==> config.mk <==
export PLATFORM = sky130hd
export DESIGN_NAME = fetch_unit
export DESIGN_NICKNAME = d
export VERILOG_FILES = /design/src/rtl/fetch_unit.sv
export SDC_FILE = /design/constraint.sdc
export NUM_CORES = 1
export LEC_CHECK = 0
export CAP_MARGIN = 5
export CORE_UTILIZATION = 47
export CTS_BUF_LIST = sky130_fd_sc_hd__clkbuf_4
export DETAILED_ROUTE_END_ITERATION = 8
export GPL_TIMING_DRIVEN = 0
export PLACE_DENSITY = 0.86
export RECOVER_POWER = 25
export SETUP_SLACK_MARGIN = 0.5
export SLEW_MARGIN = 0
export SYNTH_ARGS = -nofsm -noshare
export SYNTH_HDL_FRONTEND = slang
export SYNTH_SLANG_ARGS = --single-unit
==> constraint.sdc <==
create_clock -name clk -period 4.5 [get_ports clk]
set_clock_uncertainty 0.15 [all_clocks]
set_input_delay 0.45 -clock clk [delete_from_list [all_inputs] [get_ports clk]]
set_output_delay 0.45 -clock clk [all_outputs]
set_load 0.05 [all_outputs]
==> src/rtl/fetch_unit.sv <==
// Instruction fetch stage: owns the PC, issues single outstanding reads to
// instruction memory and holds the fetched word in IR until decode takes it.
module fetch_unit #(
    parameter logic [31:0] RESET_PC = 32'h0000_3000
) (
    input  logic        clk,
    input  logic        rst,
    output logic        imem_req,
    output logic [31:0] imem_addr,
    input  logic        imem_ready,
    input  logic        imem_rvalid,
    input  logic [31:0] imem_rdata,
    output logic        ir_valid,
    input  logic        ir_ready,
    output logic [31:0] IR,
    output logic [31:0] ir_pc,
    output logic [31:0] ir_pc4,
    input  logic        redirect,
    input  logic [31:0] redirect_pc,
    output logic        misalign
);

    typedef enum logic [1:0] {
        REQ  = 2'd0,
        WAIT = 2'd1,
        HOLD = 2'd2,
        DROP = 2'd3
    } state_t;

    typedef struct packed {
        logic [31:0] word;
        logic [31:0] pc;
        logic [31:0] pc4;
    } ir_entry_t;

    state_t      state, state_n;
    logic [31:0] pc;
    logic [31:0] pc_plus4;
    logic [31:0] redirect_aligned;
    ir_entry_t   ir_q;
    logic        capture;
    logic        consume;

    assign pc_plus4         = pc + 32'd4;
    assign redirect_aligned = {redirect_pc[31:2], 2'b00};

    // Request is masked during reset so memory never sees a fetch while the
    // PC is being forced.
    assign imem_req  = (state == REQ) && !rst;
    assign imem_addr = pc;
    assign IR        = ir_q.word;
    assign ir_pc     = ir_q.pc;
    assign ir_pc4    = ir_q.pc4;

    always_ff @(posedge clk or posedge rst) begin
        if (rst) state <= REQ;
        else     state <= state_n;
    end

    // Redirect outranks everything; the only question is whether a response
    // is still owed by memory, which decides between REQ and DROP.
    always_comb begin
        state_n = state;
        capture = 1'b0;
        consume = 1'b0;
        case (state)
            REQ: begin
                if (redirect)        state_n = imem_ready ? DROP : REQ;
                else if (imem_ready) state_n = WAIT;
            end
            WAIT: begin
                if (redirect) begin
                    state_n = imem_rvalid ? REQ : DROP;
                end else if (imem_rvalid) begin
                    state_n = HOLD;
                    capture = 1'b1;
                end
            end
            HOLD: begin
                if (redirect) begin
                    state_n = REQ;
                end else if (ir_ready) begin
                    state_n = REQ;
                    consume = 1'b1;
                end
            end
            DROP: begin
                if (imem_rvalid) state_n = REQ;
            end
            default: state_n = REQ;
        endcase
    end

    always_ff @(posedge clk or posedge rst) begin
        if (rst) begin
            pc       <= RESET_PC;
            ir_q     <= '0;
            ir_valid <= 1'b0;
            misalign <= 1'b0;
        end else if (redirect) begin
            pc       <= redirect_aligned;
            ir_valid <= 1'b0;
            if (redirect_pc[1:0] != 2'b00) misalign <= 1'b1;
        end else if (capture) begin
            ir_q     <= '{word: imem_rdata, pc: pc, pc4: pc_plus4};
            pc       <= pc_plus4;
            ir_valid <= 1'b1;
        end else if (consume) begin
            ir_valid <= 1'b0;
        end
    end

endmodule
# == Yosys cells after proc, flatten, opt, wreduce, memory -nomap -nowiden ==
# Index checks and enable logic that the tools add are counted.
# totals
wordCells,46
input_bits,70
reg_bits,132
out_inout_bits,131
# classes
bitwise,1
mux,21
n_eq_ne,7
reduce_logical,9
add_sub_neg,1
# op_table
op,n
2-to-1 mux 32 bit,2
"adder 32 x 3 -> 32 bit, second input constant",1
2-to-1 mux 2 bit,9
2-to-1 mux 1 bit,9
"!= test 3 bit, second input constant",3
case mux 2 bit (4 select lines),1
"== test 2 bit, second input constant",2
AND reduction 2 bit,2
AND reduction 4 bit,1
nonzero test 2 bit,2
nonzero test 3 bit,1
"== test 2 x 1 -> 1 bit, second input constant",1
zero test 2 bit,1
"!= test 2 bit, second input constant",1
logical AND 1 bit,1
zero test 1 bit,1
NOT 1 bit,1

# == Longest topological paths before layout ==
# Gate-level depths: netlist of the first run.
# depth
depth_word,6
mapped_depth,7
depth_no_buf,6

# == Worst setup path before layout of the first run ==
# No wires, ideal clock.
# synth_timing
kind,reg2reg
startpoint,"register pc[2], in the netlist imem_addr[2]"
endpoint,"register pc[30], in the netlist imem_addr[30]"
required_time_ns,4.219
path_stages_with_launch,7
path_buffers,0
synth_period_minus_slack_ns,2.440
arrival_ns,2.160
setup_time_ns,0.131
setup_slack_ns,2.060
path_cell_list,dfrtp_1 > ha_1 > nand3_2 > or4_4 > nor4_2 > xnor2_1 > o21ai_1
# synth_between
elab_chain_len,3
# synth_rtl
item,line_no,source
start: declaration,37,logic [31:0] pc;
start signal: assignment,101,pc <= redirect_aligned;
start signal: assignment,106,pc <= pc_plus4;
adder 32 x 3 -> 32 bit,44,assign pc_plus4 = pc + 32'd4;
2-to-1 mux 32 bit,104,end else if (capture) begin
2-to-1 mux 32 bit,100,end else if (redirect) begin
# Every way passes these cells. The select of a mux whose other input is x is not followed.
# A chain may end at the register's enable or synchronous reset.

# == Worst setup path in the final report of the first run ==
# layout_timing
startpoint,"register pc[2], in the netlist imem_addr[2]"
endpoint,"register pc[16], in the netlist imem_addr[16]"
# Same word-level chain as after synthesis.

==> results of run 1 <==
## metal layers
layer | vias to the layer above | part of all wire
met2 | 206 | 0.51
met4 | 0 | 0.026
met1 | 2364 | 0.40
li1 | 2247 | -
met5 | - | 0
met3 | 32 | 0.071
## layout make-up
class	instances	area, um2
plain buffers	48	260.3
clock buffers	19	142.6
clock inverters	12	102.6
fillers	956	3785
inverters	2	8.758
multi-input cells	361	2477
flip-flops and latches	126	3156
well taps	168	210.2
repair buffers	195	1969
## flip-flops by register name, indices dropped and copies added (netlist names)
signal,flops
IR,32
imem_addr,30
ir_pc,30
ir_pc4,30
ir_valid,1
misalign,1
state,2
## how the worst max path moves through the flow
stage / cells after the start / start / end
floorplan: 1 / rst / IR[0]$_DFFE_PP0P_
global placement: 2 / rst / ir_pc4[14]$_DFFE_PP0P_
detailed placement: 7 / imem_rvalid / ir_pc4[17]$_DFFE_PP0P_
CTS: 2 / state[0]$_DFFE_PP0P_ / imem_req
global route: 6 / imem_addr[2]$_DFFE_PP0P_ / imem_addr[16]$_DFFE_PP0P_
finish: 6 / imem_addr[2]$_DFFE_PP0P_ / imem_addr[16]$_DFFE_PP0P_
## synth_stat cells (3+ instances only)
master / n / area share
nor2_1: 44 / 0.028
and4_1: 3 / 0.0045
clkbuf_1: 13 / 0.0083
buf_1: 4 / 0.0026
and3_1: 3 / 0.0032
or3_1: 3 / 0.0032
nand2_1: 50 / 0.032
buf_4: 14 / 0.018
xor2_1: 20 / 0.030
buf_2: 16 / 0.014
nor4_2: 7 / 0.015
mux2_2: 63 / 0.12
nand4_1: 14 / 0.015
nand3_1: 10 / 0.0085
nor3_1: 13 / 0.011
nor4_1: 8 / 0.0085
xnor2_1: 38 / 0.057
a21oi_1: 28 / 0.024
dfrtp_1: 124 / 0.53
a21oi_2: 3 / 0.0045
o21ai_1: 7 / 0.0060
o21ai_0: 25 / 0.021
## report_power, final
part	switching (uW)	internal, uW
sequential	278	1580
clock	389	323
combinational	2150	1160
total	2820	3060
## cells by family (layout without fill, tap and decap cells)
group / after synthesis / count (layout) / synth area share
AO/OA/AOI/OAI: 64 / 64 / 0.05701
XOR/XNOR: 58 / 58 / 0.08637
adder cells (fa/ha/maj): 1 / 1 / 0.002127
buffers and inverters: 50 / 276 / 0.04552
flip-flops: 126 / 126 / 0.5365
multiplexers: 65 / 65 / 0.1240
other: 1 / 6 / 0.0006376
AND/OR/NAND/NOR: 167 / 167 / 0.1478
## worst max-delay path, cell delays in order, from the launching register on
cell and delay, ps:
dfrtp_1 520, ha_1 300, nand3_2 230, nor4_1 940, nand3_1 180, xor2_1 180, o21ai_0 150
## placed cells by master (no fill, tap or decap), types with 2 or more instances in the layout
cell             count
nand3_1             10
dfrtp_1            124
bufinv_16            2
xor2_1              20
clkinv_1             8
clkdlybuf4s50_1    193
or3_1                3
o21ai_0             25
nand4_1             14
mux2_2              63
nor3_1              13
and3_1               3
o21ai_1              7
xnor2_1             38
nand3_2              2
buf_1                4
a21oi_2              3
buf_2               16
conb_1               6
or2_2                2
clkbuf_1            13
nor2_1              44
buf_4               14
nand2_1             50
clkbuf_4            19
dfstp_2              2
nor4_1               8
and4_1               3
mux2i_1              2
a21oi_1             28
nor4_2               7
## stage by stage
stage                     utilization  setup WS (ps)  instance area, um2  total power [uW]
after floorplan                     -          547.4                5901              4010
after global placement         0.6649          -1086                8053              5101
after detailed placement       0.6676           1517                8085              5197
after CTS                      0.6878           1771                8330              5920
after global routing           0.6875           1516                8327              6115
final                          0.6875           1774                8327              5876
==> results.yml, run 1 <==
worst_setup_path:
  cp_max_fo: 10
  reg2reg_to: "imem_addr[16]$_DFFE_PP0P_"
  crit_required_ps: 4790
  ff2ff_path_depth: 6
  reg2reg_from: "imem_addr[2]$_DFFE_PP0P_"
  end_kind: "flop"
  criticalPathCategory: "reg -> reg"
  ff2ff_setup_slack_ps: 1770
  startpoint_type: "flop"
  crit_arrival_ps: 3020
clock_network:
  numCtsBuffers: 17
  numClockSinks: 126
  cts_tree: "built"
  cts_hold_buf: 0
  htree_levels: 4
  clockBufferDepth: 2
  clock-root-buffer: "clkbuf_4"
  post_cts_buffers: 0
  insertion_delay_ps: 530
  clk_pin_slew_worst_paths_ps: 100
  cts_resized: 0
placed_design:
  io_buffers: 194
  dp_hpwl_mm: 11.89
  place.gp.congestion: 0.8287
  dpl.cell_count: 900
floorplanning:
  std_cell_rows: 40
  die_width_um: 113.9
  die_h_um: 113.9
  dieArea_mm2: 0.01297
  ios: 201
  initial_utilization: 0.4856
  core-area_mm2: 0.01211
worst_hold_path:
  hp-class: "in -> reg"
  hp-start: "redirect_pc[30]"
  worst_hold_path.endpoint: "imem_addr[30]$_DFFE_PP0P_"
  whs_path_depth: 3
synthesis:
  ys_async_sr_fraction: 1.000
  ys_types: 39
  syn-cell-area_mm2: 0.005882
  ys_warn_count: 0
  postSynthCellCount: 532
  synthFlopType: "dfrtp_1"
  avgSynthCellArea_um2: 11.06
  synth_edf_count: 0
  ys_seq_elements: 126
  ys_seq_area_frac: 0.5365
sta:
  hold_violations: 0
  tightest_slew_ps: 1722
  timing.final.crit_share: 0.6057
  drv_slew: 37
  rsz0062_at_grt: "no"
  setup_tns_ps: 0
  fin_crit_ps: 2726
  whs_ps: 303.7
  slew_headroom: -0.1544
  setup_viol: 0
  max_freq_mhz: 366.9
drt:
  first_pass_iters: 4
  drt-initial-drc-count: 212
  num_vias: 4849
  via_per_inst: 5.208
  wire_per_inst_um: 17.16
  drc: 0
  postRouteWirelength_mm: 15.98
  ant_nets: 0
global_routing:
  use_met3: 0.07226
  grt.overflow.total: 0
  grt_start_max_net_pins: 91
  antenna_found_initial: 0
  use_met1: 0.3076
  grtUsageTotal: 0.2570
  grt.busiest_layer: "met2"
  grt_pass1_wl_mm: 25.42
  grt_pass1_vias: 5059
  globalRouteMet2Util: 0.4329
power:
  pwr_density_cell_mw_per_mm2: 705.6
  irDropWorstVdd_mv: 0.4664
  p_leak_uw: 0.003286
outcome:
  status: "finished with violations"
  violations: "capacitance limit, slew limit"
cells_and_area:
  synthToLayoutAreaGrowth_pct: 41.57
  antennaDiodeCount: 0
  fin_nets: 822
  drive_above_1_share: 0.1809
  instances_no_fill: 931
flow_run:
  drv_cap: 1
Power figures use the tool's default switching activity.
==> run 2, diff against run 1 <==
==> constraint.sdc (replaced) <==
create_clock -name clk -period 2.7 [get_ports clk]
set_clock_uncertainty 0.15 [all_clocks]
set_input_delay 0.27 -clock clk [delete_from_list [all_inputs] [get_ports clk]]
set_output_delay 0.27 -clock clk [all_outputs]
set_load 0.05 [all_outputs]
==> results.yml, run 2 (synthesized netlist as in run 1, its figures left out) <==
drt:
  num_vias: 5046
  dr_wl_met3_mm: 1.333
  drt-initial-drc-count: 280
  route.met2.wl_mm: 8.650
  postRouteWirelength_mm: 17.17
  ant_nets: 0
  wire_per_inst_um: 18.10
  maxUsedRoutingLayer: "met4"
  first_pass_iters: 5
  drc: 0
  via_per_inst: 5.317
  met1_length_mm: 6.698
clock_network:
  numClockSinks: 126
  cts_tree: "built"
  numCtsBuffers: 17
  clockBufferDepth: 2
  clk_pin_slew_worst_paths_ps: 110
  htree_levels: 4
  clock-root-buffer: "clkbuf_4"
  insertion_delay_ps: 570
cells_and_area:
  fin_nets: 839
  drive_above_1_share: 0.2458
  most-common-layout-cells: "dfrtp_1 (112), clkdlybuf4s50_1 (79), dlymetal6s2s_1 (66)"
  final_common_cell: "dfrtp_1"
  instances_no_fill: 949
  final_util: 0.7325
  synthToLayoutAreaGrowth_pct: 50.84
  antennaDiodeCount: 0
  largest_reg_flops: 32
placed_design:
  dp_hpwl_mm: 11.95
  io_buffers: 194
  dpl.cell_count: 902
  post-place-ws_ps: -129.3
  place.gp.congestion: 0.8419
worst_setup_path:
  crit_path_max_incr_delay_ps: 550
  end_kind: "flop"
  crit_path_top_delay_cell: "dfstp_2"
  cp_top_family: "simple AND/OR/NAND/NOR gates"
  critical_path_buf_inv_count: 1
  cp_cell_sequence: "buf_6 > nand4_1 > or3_1 > nor4_2 > xnor2_1 > a21oi_1"
  crit_arrival_ps: 2470
  crit_required_ps: 3000
  startpoint_type: "flop"
  criticalPathCategory: "reg -> reg"
  cp_max_fo: 8
power:
  p_sw_uw: 4806
  p_sw_frac: 0.4786
  p_int_uw: 5236
  p_leak_uw: 0.004277
  irDropWorstVdd_mv: 0.9154
  combPwrFrac: 0.541
  pwr_density_cell_mw_per_mm2: 1132
  clkPwrFrac: 0.153
  p_seq_frac: 0.305
floorplanning:
  die_h_um: 113.9
  ios: 201
  initial_utilization: 0.4856
  dieArea_mm2: 0.01297
  core-area_mm2: 0.01211
  std_cell_rows: 40
  die_width_um: 113.9
sta:
  fin_crit_ps: 2171
  hold_violations: 0
  max_freq_mhz: 460.7
  rsz0062_at_grt: "yes"
  drv_slew: 0
  worst_slack_ps: 529.4
  slew_headroom: 0.1498
  setup_tns_ps: 0
  tightest_slew_ps: 1268
  timing.final.crit_share: 0.8039
  setup_viol: 0
global_routing:
  grt_pass1_vias: 5207
  grt_start_max_net_pins: 38
  grtUsageTotal: 0.2687
  grt_pass1_wl_mm: 26.49
  grt.overflow.total: 0
  antenna_found_initial: 0
outcome:
  status: "completed"
worst_hold_path:
  hp-class: "in -> reg"
flow_run:
  drv_cap: 0
## run 2: cell count changes in the layout (fill, tap and decap cells not counted), sizes merged, moves of 3 or more
cell           change
clkdlybuf4s50    -114
dlymetal6s2s      +66
clkinv             -3
buf               +14
dlygate4sd2       +45
bufinv             +3
## run 2: tightest hold or removal path: cells and delay by family
family | cells | cell delay [ps]
AOI/OAI and AO/OA | 1 | 70
buffers and inverters | 1 | 410
and+or+nand+nor | 1 | 60
## run 2: metal layers
layer | GRT usage | up-vias
met5 | 0 | -
met4 | 0.1117 | 0
met3 | 0.09033 | 42
met2 | 0.4549 | 236
met1 | 0.3134 | 2478
li1 | - | 2290
## run 2: worst paths after layout
kind	start	to	slack, ps	depth (start not counted)
max	imem_addr[13]$_DFFE_PP1P_	ir_pc4[30]$_DFFE_PP0P_	530	6
min	redirect_pc[12]	imem_addr[12]$_DFFE_PP1P_	90	3
max reg2reg	imem_addr[13]$_DFFE_PP1P_	ir_pc4[30]$_DFFE_PP0P_	530	6
min reg2reg	misalign$_DFFE_PP0P_	misalign$_DFFE_PP0P_	330	1
max in group asynchronous	rst	imem_addr[2]$_DFFE_PP0P_	550	5
min in group asynchronous	rst	imem_addr[10]$_DFFE_PP0P_	850	3
## run 2: stage by stage
stage	total power (uW)	hold WS [ps]	instance area, um2
final	10040	89.74	8872
after global routing	10450	80.92	8872
after CTS	10080	55.89	8523
after detailed placement	8673	308.1	8149
after global placement	8524	305.9	8089
after floorplan	6697	212.6	5937
## run 2: repair_timing
action | 4_1_cts | 5_1_grt
hold endpoints to repair | 7 | 0
buffers inserted | 6 | 8
gates resized for setup | 60 | 92
cloned | 0 | 0
hold buffers | 1 | 0
setup endpoints to repair | 119 | 116
pin swaps | 0 | 7
## run 2: area by class of cell
type,instances,area [um2]
Buffer,48,281.5
Clock buffer,18,135.1
Clock inverter,14,197.7
Fill cell,833,3239
Inverter,2,8.758
Multi-Input combinational cell,361,2646
Sequential cell,126,3171
Tap cell,168,210.2
Timing Repair Buffer,212,2222
## run 2: power by group through the flow
stage                     clock network [uW]  registers, uW  logic [uW]
after floorplan                            0           5650        1040
final                                   1540           3070        5440
after global placement                     0           3080        5440
after global routing                    1630           3160        5660
after CTS                               1560           3080        5440
after detailed placement                   0           3140        5540
==> run 3, diff against run 2 <==
--- a/config.mk
+++ b/config.mk
@@ -6,11 +6,11 @@
 export NUM_CORES = 1
 export LEC_CHECK = 0
 export CAP_MARGIN = 5
-export CORE_UTILIZATION = 47
+export CORE_UTILIZATION = 43
 export CTS_BUF_LIST = sky130_fd_sc_hd__clkbuf_4
 export DETAILED_ROUTE_END_ITERATION = 8
 export GPL_TIMING_DRIVEN = 0
-export PLACE_DENSITY = 0.86
+export PLACE_DENSITY = 0.83
 export RECOVER_POWER = 25
 export SETUP_SLACK_MARGIN = 0.5
 export SLEW_MARGIN = 0
==> constraint.sdc (replaced) <==
create_clock -name clk -period 1.9 [get_ports clk]
set_clock_uncertainty 0.15 [all_clocks]
set_input_delay 0.19 -clock clk [delete_from_list [all_inputs] [get_ports clk]]
set_output_delay 0.19 -clock clk [all_outputs]
set_load 0.05 [all_outputs]
==> results.yml, run 3 (synthesized netlist as in run 1, its figures left out) <==
outcome:
  status: "finished with violations"
  violations: "setup timing"
sta:
  setup_viol: 35
  drv_slew: 0
  max_freq_mhz: 452.1
  fin_crit_ps: 2212
  worst_slack_ps: -312.1
  timing.final.crit_share: 1.164
  slew_headroom: 0.2179
  tightest_slew_ps: 1173
  hold_violations: 0
  rsz0062_at_grt: "yes"
cells_and_area:
  final_util: 0.8942
  drive_above_1_share: 0.6151
  largest_reg_flops: 32
  synthToLayoutAreaGrowth_pct: 102.1
  final_common_cell: "buf_6"
  fin_nets: 1014
  most-common-layout-cells: "buf_6 (151), buf_4 (132), dfrtp_1 (96)"
clock_network:
  clk_pin_slew_worst_paths_ps: 130
  numClockSinks: 126
  htree_levels: 4
  numCtsBuffers: 17
  insertion_delay_ps: 570
  cts_tree: "built"
  clockBufferDepth: 2
  clock-root-buffer: "clkbuf_4"
drt:
  wire_per_inst_um: 25.35
  via_per_inst: 5.757
  postRouteWirelength_mm: 28.72
  drc: 0
  drt-initial-drc-count: 542
  num_vias: 6523
  first_pass_iters: 5
  ant_nets: 0
worst_setup_path:
  critical_path_buf_inv_count: 3
  cp.depth: 8
  ff2ff_setup_slack_ps: -310
  worstSetupEndpoint: "imem_addr[16]$_DFFE_PP0P_"
  crit_required_ps: 2170
  reg2reg_to: "imem_addr[16]$_DFFE_PP0P_"
  cp_max_fo: 4
  cp_cell_sequence: "nand4_1 > buf_4 > buf_6 > nor4_4 > buf_4 > nand3_2 > xor2_1 > o21ai_1"
  cp_top_family: "flip-flops"
  crit_path_max_incr_delay_ps: 660
  startpoint_type: "flop"
  reg2reg_from: "imem_addr[12]$_DFFE_PP1P_"
  criticalPathCategory: "reg -> reg"
  end_kind: "flop"
  crit_arrival_ps: 2480
  crit_path_top_delay_cell: "dfstp_4"
  ff2ff_path_depth: 8
  crit_start: "imem_addr[12]$_DFFE_PP1P_"
  path_common_cell: "buf_4"
placed_design:
  dp_hpwl_mm: 12.63
  io_buffers: 194
  post-place-ws_ps: -854.0
  place.gp.congestion: 0.8152
power:
  pwr_density_cell_mw_per_mm2: 1543
  irDropWorstVdd_mv: 1.167
  clkPwrFrac: 0.103
  p_seq_frac: 0.262
  p_int_uw: 9832
  p_sw_uw: 8512
  combPwrFrac: 0.635
  p_sw_frac: 0.4640
  p_leak_uw: 0.005418
floorplanning:
  die_width_um: 119.0
  initial_utilization: 0.4424
  core-area_mm2: 0.01330
  std_cell_rows: 42
  die_h_um: 119.0
  ios: 201
  dieArea_mm2: 0.01415
global_routing:
  grtUsageTotal: 0.3244
  antenna_found_initial: 1
  grt_start_max_net_pins: 44
  grt_pass1_wl_mm: 34.40
  grt.overflow.total: 0
  grt_pass1_vias: 6284
flow_run:
  drv_cap: 0
worst_hold_path:
  hp-class: "in -> reg"
==> run 3: cell types whose count changed in the layout (fill, tap and decap cells not counted), sizes merged, moves of 3 or more <==
cell,delta
bufinv,-3
buf,+299
dlymetal6s2s,-66
dlygate4sd2,-45
clkdlybuf4s50,-11
==> run 3: final cells by class <==
cell class                 count  area [um2]
tap                          176       220.2
clock buffer                  21       157.7
clock inverter                11       101.3
fill                         496        1406
antenna                        1       2.502
timing repair buffer         387        4165
buffer                        48       580.6
inverter                       2       11.26
sequential                   126        3194
multi-input combinational    361        3456
==> run 3: through the flow <==
| step | hold slack [ps] | TNS [ps] | area [um2] | power, uW | std cells |
|---|---|---|---|---|---|
| floorplan | 132.6 | -7186 | 6502 | 10060 | 537 |
| global placement | 303.4 | -199690 | 8665 | 12700 | 907 |
| detailed placement | 304.6 | -57550 | 8725 | 12910 | 910 |
| CTS | 10.14 | -1506 | 10950 | 16590 | 1060 |
| global route | 17.66 | -8573 | 11890 | 18790 | 1133 |
| finish | 22.71 | -5428 | 11890 | 18340 | 1133 |
==> run 3: worst min path at each step <==
stage,start,to,slack (ps),cells past startpoint
floorplan,imem_rvalid,state[0]$_DFFE_PP0P_,130,1
global placement,misalign$_DFFE_PP0P_,misalign$_DFFE_PP0P_,300,1
detailed placement,misalign$_DFFE_PP0P_,misalign$_DFFE_PP0P_,300,1
CTS,redirect_pc[24],imem_addr[24]$_DFFE_PP0P_,10,3
global route,redirect_pc[15],imem_addr[15]$_DFFE_PP0P_,20,3
finish,redirect_pc[27],imem_addr[27]$_DFFE_PP0P_,20,3
==> run 3: timing repair <==
action                                  in CTS  in global routing
hold buffers                                 2                  0
hold endpoints to repair                     6                  0
setup buffers                              105                 71
resized for setup                         1047                106
endpoints found under the setup margin     249                249
gates cloned                                11                  1
pin swaps                                   48                 35
==> run 3: power groups by stage <==
stage               registers, uW  logic (uW)  clock network, uW
floorplan                    8070        1980                  0
global placement             4430        8270                  0
detailed placement           4520        8400                  0
CTS                          4590       10200               1810
global route                 4860       11900               2010
finish                       4810       11600               1890
==> run 3: tightest hold or removal path: stages <==
cell and delay [ps]:
clkdlybuf4s50_1 400, nand2_1 70, o21ai_1 70
==> run 3: metal layers <==
metal / vias to the layer above / GRT usage / wire length (um)
met3: 146 / 0.08573 / 2714
met2: 489 / 0.5899 / 14560
met4: 0 / 0.1337 / 1681
met5: - / 0 / 0
met1: 3254 / 0.3562 / 9770
li1: 2634 / - / -
